`config.mk`:
```
export PLATFORM = sky130hd
export DESIGN_NAME = uart_tx
export DESIGN_NICKNAME = d
export VERILOG_FILES = /design/src/rtl/uart_tx.sv
export SDC_FILE = /design/constraint.sdc
export NUM_CORES = 1
export LEC_CHECK = 0
export BUFFER_PORTS_ARGS = -buffer_cell sky130_fd_sc_hd__buf_2
export CAP_MARGIN = 20
export CORE_MARGIN = 2
export CORE_UTILIZATION = 56
export DETAILED_ROUTE_END_ITERATION = 10
export GPL_TIMING_DRIVEN = 0
export PLACE_DENSITY = 0.79
export SLEW_MARGIN = 30
export SYNTH_ARGS = -nofsm -noshare
export SYNTH_HDL_FRONTEND = slang
export SYNTH_SLANG_ARGS = --single-unit
```
`constraint.sdc`:
```
create_clock -name clk_50 -period 1.93 [get_ports clk_50]
set_input_delay 0.2895 -clock clk_50 [delete_from_list [all_inputs] [get_ports clk_50]]
set_output_delay 0.2895 -clock clk_50 [all_outputs]
set_load 0.02 [all_outputs]
```
`src/rtl/uart_tx.sv`:
```
// Asynchronous serial transmitter: start bit, 8 data bits LSB first, optional parity, 1 or 2 stop bits.
// Parity support is compiled in by defining UART_TX_PARITY_EN.
module uart_tx #(
    parameter int STOP_BITS  = 1,
    parameter bit PARITY_ODD = 1'b0
) (
    input  logic       clk_50,
    input  logic       reset,
    input  logic       baud_x16_ce,
    input  logic [7:0] tx_data,
    input  logic       tx_en,
    output logic       tx_busy,
    output logic       tx_done,
    output logic       tx_o
);

    typedef enum logic [2:0] {
        IDLE,
        START,
        DATA,
`ifdef UART_TX_PARITY_EN
        PARITY,
`endif
        STOP
    } state_e;

    if (STOP_BITS != 1 && STOP_BITS != 2) begin : g_bad_stop_bits
        $error("uart_tx: STOP_BITS must be 1 or 2");
    end

    state_e     state_q;
    logic [7:0] shift_q;
    logic [3:0] os_cnt_q;
    logic [3:0] os_cnt_d;
    logic [2:0] bit_cnt_q;
    logic       stop_cnt_q;
    logic       tx_o_q;
    logic       tx_busy_q;
    logic       tx_done_q;
    logic       bit_end;

`ifdef UART_TX_PARITY_EN
    // The shift register is consumed while sending, so parity is captured at accept.
    logic parity_q;
`else
    logic unused_parity_odd;
    assign unused_parity_odd = PARITY_ODD;
`endif

    assign bit_end = baud_x16_ce && (os_cnt_q == 4'd15);

    always_comb begin
        os_cnt_d = os_cnt_q;
        if (state_q != IDLE && baud_x16_ce) begin
            os_cnt_d = os_cnt_q + 4'd1;
        end
    end

    always_ff @(posedge clk_50) begin
        if (reset) begin
            state_q    <= IDLE;
            shift_q    <= 8'h00;
            os_cnt_q   <= 4'd0;
            bit_cnt_q  <= 3'd0;
            stop_cnt_q <= 1'b0;
            tx_o_q     <= 1'b1;
            tx_busy_q  <= 1'b0;
            tx_done_q  <= 1'b0;
`ifdef UART_TX_PARITY_EN
            parity_q   <= 1'b0;
`endif
        end else begin
            tx_done_q <= 1'b0;
            os_cnt_q  <= os_cnt_d;
            case (state_q)
                IDLE: begin
                    tx_o_q    <= 1'b1;
                    tx_busy_q <= 1'b0;
                    if (tx_en) begin
                        shift_q    <= tx_data;
                        os_cnt_q   <= 4'd0;
                        bit_cnt_q  <= 3'd0;
                        stop_cnt_q <= 1'b0;
`ifdef UART_TX_PARITY_EN
                        parity_q   <= (^tx_data) ^ PARITY_ODD;
`endif
                        tx_o_q     <= 1'b0;
                        tx_busy_q  <= 1'b1;
                        state_q    <= START;
                    end
                end
                START: begin
                    if (bit_end) begin
                        tx_o_q  <= shift_q[0];
                        state_q <= DATA;
                    end
                end
                DATA: begin
                    if (bit_end) begin
                        shift_q   <= {1'b0, shift_q[7:1]};
                        bit_cnt_q <= bit_cnt_q + 3'd1;
                        if (bit_cnt_q == 3'd7) begin
`ifdef UART_TX_PARITY_EN
                            tx_o_q  <= parity_q;
                            state_q <= PARITY;
`else
                            tx_o_q  <= 1'b1;
                            state_q <= STOP;
`endif
                        end else begin
                            tx_o_q <= shift_q[1];
                        end
                    end
                end
`ifdef UART_TX_PARITY_EN
                PARITY: begin
                    if (bit_end) begin
                        tx_o_q  <= 1'b1;
                        state_q <= STOP;
                    end
                end
`endif
                STOP: begin
                    if (bit_end) begin
                        if (stop_cnt_q == 1'(STOP_BITS - 1)) begin
                            tx_busy_q <= 1'b0;
                            tx_done_q <= 1'b1;
                            state_q   <= IDLE;
                        end else begin
                            stop_cnt_q <= stop_cnt_q + 1'b1;
                        end
                    end
                end
                default: state_q <= IDLE;
            endcase
        end
    end

    assign tx_o    = tx_o_q;
    assign tx_busy = tx_busy_q;
    assign tx_done = tx_done_q;

endmodule

```
==> results of run 1 <==
[registers in the layout, indices dropped and copies added (netlist names)]
signal,count
shift_q,8
bit_cnt_q,3
os_cnt_q,4
tx_busy,1
tx_o,1
tx_done,1
state_q,2
[how the worst max path moves through the flow]
stage	from	endpoint	slack [ps]	cells past startpoint
after floorplan	state_q[0]	state_q[0]	250	6
after detailed placement	state_q[0]	state_q[0]	60	6
after CTS	state_q[0]	state_q[0]	9	6
final	state_q[1]	tx_o	90	5
after global routing	state_q[1]	tx_o	1	5
after global placement	state_q[0]	state_q[1]	170	6
[layer usage]
layer,global-route usage,up-vias,routed length [um]
met5,0,-,0
li1,-,479,-
met3,0.0424,7,106
met2,0.436,30,1390
met4,0.106,0,49
met1,0.301,476,1130
[logic make-up after synthesis]
logic type | Yosys count | share of synthesized area
AOI/OAI and AO/OA | 36 | 0.272
and+or+nand+nor | 26 | 0.127
DFF | 20 | 0.337
buffers and inverters | 17 | 0.0800
muxes | 11 | 0.0926
adders and majority gates | 8 | 0.0842
xor gates and xnor gates | 1 | 0.00737
[repair_timing]
item	in CTS	in global routing
endpoints found under the setup margin	0	5
hold endpoints to repair	0	0
gates resized for setup	0	2
[cell type report]
cell class	count	area, um^2
multi-input combinational	82	694
fill	159	644
sequential	20	402
buffer	11	72.6
timing repair buffer	12	60.1
tap	27	33.8
clock inverter	1	30.0
clock buffer	3	22.5
inverter	6	22.5
[per-stage QoR]
step / utilization / power [W] / instance area [um^2] / cells / setup WS (ps)
finish: 0.675 / 0.00182 / 1340 / 162 / 86.9
detailed placement: 0.647 / 0.00147 / 1280 / 158 / 62.4
global route: 0.675 / 0.00193 / 1340 / 162 / 1.35
global placement: 0.647 / 0.00143 / 1280 / 158 / 168
CTS: 0.674 / 0.00182 / 1340 / 162 / 8.54
floorplan: - / 0.00128 / 1190 / 119 / 248
[synthesized netlist by cell type]
cell type,number,area share
buf_6,3,0.028
buf_4,1,0.0063
ha_1,8,0.084
a221oi_4,1,0.022
mux2i_1,11,0.093
nor2_1,4,0.013
o211ai_1,1,0.0063
a2111oi_0,3,0.022
a311o_1,1,0.0084
a31o_2,6,0.044
nand3b_1,1,0.0063
o21ai_0,5,0.021
o31a_1,1,0.0074
a32o_1,1,0.0084
a2111oi_2,4,0.051
xnor2_1,1,0.0074
or3_4,1,0.0095
nand4_4,1,0.018
a21oi_1,4,0.017
nor4_1,2,0.011
nor4bb_1,1,0.0084
nand2b_1,1,0.0053
nand2_1,8,0.025
dfxtp_1,20,0.34
or3_1,1,0.0053
nand3_1,3,0.013
nor2b_1,1,0.0053
buf_2,4,0.017
a21o_1,1,0.0063
a2bb2oi_1,2,0.015
inv_1,6,0.019
a221oi_1,1,0.0074
clkbuf_1,3,0.0095
nor3_1,2,0.0084
a31o_1,4,0.029
o21a_1,1,0.0063
[power by group]
group	total [W]	internal, W	switching [W]
registers	0.000588	0.000511	0.0000774
logic	0.000881	0.000405	0.000476
clock network	0.000352	0.000210	0.000142
==> qor.yml, run 1 <==
path_clk_slew_ps: 120
drv_slew: 0
cts_root_buffer: "clkbuf_4"
clock_latency_ps: 310
cts_buffer_depth: 2
irDropWorstVdd_v: 0.000909
cpPeakStageDelay_ps: 460
finalSetupViolCount: 0
synth-seq-cells: 20
cp.arrival_ps: 2060
grt.total_usage: 0.251
regToRegSetupSlack_ps: 90
finalHoldViolCount: 0
routabilityCongestion: 0.763
clock-sinks: 20
ys_types: 36
period_minus_slack_ps: 1840
avgSynthCellArea_um2: 9.99
syn_area_um2: 1190
diodes: 0
final_common_cell: "dfxtp_1"
yosys_warnings: 0
start_kind: "register"
critical_path.slowest_cell: "clkbuf_1"
vias_per_cell: 6.12
rr_endpoint: "tx_o"
antenna_found_initial: 0
start_util: 0.600
grt-ovfl-total: 0
fin_setup_tns_ps: 0
h-tree-depth: 1
path_max_fanout: 10
drt_iter0_markers: 15
post-route-period-util: 0.955
numPortBuffers: 12
drc_errors: 0
worstPathCellList: "ha_1 -> buf_6 -> clkbuf_1 -> o21ai_0 -> a311o_1"
cp_top_family: "buffers and inverters"
ys_seq_area_frac: 0.337
power.density_nw_per_um2: 1360
synthToLayoutAreaGrowth_pct: 12.5
r2r_start: "state_q[1]"
grt_pass1_wl_mm: 4.77
post-dp-hpwl_mm: 1.88
die_area_um2: 2510
rsz0062_at_grt: "no"
hold_class: "in2reg"
finalWirelength_mm: 2.68
most-common-layout-cells: "19 x dfxtp_1, 16 x buf_2, 11 x mux2i_1, 8 x nand2_1, 8 x ha_1"
hold_slack_ps: 204
critical_path_class: "reg2reg"
hold-path-cell-count: 2
maxCapViolCount: 0
wl_per_cell_um: 16.5
p_leak_nw: 0.538
rows: 16
fp.dieW_um: 50.1
post-cts-setup-buffers: 0
cts_buffers: 3
ant_nets: 0
path_buf_inv: 2
endpoint_kind: "register"
skew_ps: 3.91
maxSlewHeadroom: 0.617
core_area_um2: 1980
hold_end: "shift_q[7]"
worstPathRequired_ps: 2140
drt_pass1_iterations: 4
grt_max_degree: 13
tightest_slew_ps: 575
ff2ff_path_depth: 5
hold_buffers: 0
syn_nets: 139
min_from: "tx_data[7]"
status: "finished clean"
ios: 15
grt_pass1_vias: 991
netlist_instances: 119
dieHeight_um: 50.1
drive_above_1_share: 0.281
fmax_ghz: 0.543
fin_nets: 156
via_count: 992
cts_tree: "done"
No activity file was read; power rests on OpenSTA's default activity.
==> inputs of run 2 (changes only) <==
- BUFFER_PORTS_ARGS: -buffer_cell sky130_fd_sc_hd__buf_2 -> unset
- CORE_UTILIZATION: 56 -> 60
- DONT_BUFFER_PORTS: unset -> 1
- PLACE_DENSITY: 0.79 -> 0.78
==> run 2 against run 1 <==
Net effect: critical path depth up 1; combinational power decreased by 7.7%; utilization fell by 1.9 points; cell count is 7.4% lower; worst hold slack worse by 130 ps; critical endpoint unchanged.
==> qor.yml, run 2 (synthesis results as in run 1) <==
maxSlewHeadroom: 0.631
fin_setup_tns_ps: 0
rsz0062_at_grt: "no"
vias_per_cell: 6.13
post-dp-hpwl_mm: 1.62
diodes: 0
grt_max_degree: 12
cts_buffers: 3
most-common-layout-cells: "19 x dfxtp_1, 11 x mux2i_1, 8 x nand2_1, 8 x ha_1"
status: "finished clean"
reg_top3: "shift_q (8), os_cnt_q (4), bit_cnt_q (3)"
grt_pass1_wl_mm: 3.97
period_minus_slack_ps: 1790
dieHeight_um: 48.5
fp.dieW_um: 48.5
start_kind: "register"
core_area_um2: 1920
cp.arrival_ps: 2000
clock-sinks: 20
start_util: 0.618
die_area_um2: 2350
ant_nets: 0
endpoint_kind: "register"
tightest_slew_ps: 554
largest_reg_flops: 8
numPortBuffers: 0
drt_pass1_iterations: 4
p_leak_nw: 0.482
hold_class: "in2reg"
cts_root_buffer: "clkbuf_4"
wl_per_cell_um: 15.2
path_clk_slew_ps: 110
power_w: 0.00166
rows: 16
h-tree-depth: 1
grt_pass1_vias: 875
drive_above_1_share: 0.211
fin_nets: 144
post-route-period-util: 0.930
drt_iter0_markers: 13
fmax_ghz: 0.557
clock_latency_ps: 310
final_common_cell: "dfxtp_1"
setup_ws_ps: 136
finalWirelength_mm: 2.28
critical_path_class: "reg2reg"
drv_slew: 0
path_max_fanout: 10
stdcell_count: 150
top_register: "shift_q"
power.density_nw_per_um2: 1320
finalHoldViolCount: 0
maxCapViolCount: 0
hold_buffers: 0
grt-ovfl-total: 0
drc_errors: 0
synthToLayoutAreaGrowth_pct: 6.00
pre_cts_ws_ps: 97.8
grt.total_usage: 0.219
dp_cells: 146
irDropWorstVdd_v: 0.000687
cts_tree: "done"
routabilityCongestion: 0.894
skew_ps: 5.77
antenna_found_initial: 0
finalSetupViolCount: 0
via_count: 919
worstPathRequired_ps: 2130
cts_buffer_depth: 2
ios: 15
run 2: cell count changes in the layout (fill, tap and decap cells not counted):
cell	previous run	this run
clkbuf_8	0	1
buf_2	16	4
bufinv_16	1	0
a2111oi_1	1	0
a2111oi_0	2	3
run 2: area by class of cell:
type                       instances  area (um^2)
fill                             168          662
inverter                           6         22.5
tap                               27         33.8
buffer                            11         72.6
clock buffer                       4         36.3
multi-input combinational         82          693
sequential                        20          402
run 2: worst paths after layout:
kind	from	slack [ps]	cells past startpoint	to
max	state_q[0]	140	6	tx_o
min	tx_en	70	1	os_cnt_q[3]
max reg2reg	state_q[0]	140	6	tx_o
min reg2reg	shift_q[5]	490	1	shift_q[5]
run 2: power by group:
part	internal, W	total (W)	switching, W	leakage, nW
Sequential	0.000511	0.000600	0.0000889	0.164
Clock	0.000115	0.000247	0.000132	0.0210
Combinational	0.000390	0.000813	0.000423	0.297
run 2: critical path, stage by stage (launching register included):
cell	delay, ps
dfxtp_2	360
inv_1	90
ha_1	170
buf_6	140
clkbuf_1	440
o21ai_0	160
a311o_1	330
run 2: metrics by stage:
step           utilization  instance area [um^2]  hold WS (ps)
6_report             0.656                  1260          74.6
5_1_grt              0.656                  1260          67.9
4_1_cts              0.655                  1260          65.2
3_5_place_dp         0.636                  1220           410
3_3_place_gp         0.636                  1220           405
2_1_floorplan            -                  1190           401
run 2: routing by layer:
layer | part of all wire | up-vias | global-route usage
met2 | 0.47 | 16 | 0.350
met4 | 0.025 | 0 | 0.114
li1 | - | 457 | -
met1 | 0.47 | 441 | 0.284
met5 | 0 | - | 0
met3 | 0.031 | 5 | 0.0401
run 2: timing repair:
action                                  4_1_cts  5_1_grt
gates resized for setup                       0        1
setup buffers                                 0        0
endpoints found under the setup margin        0        3
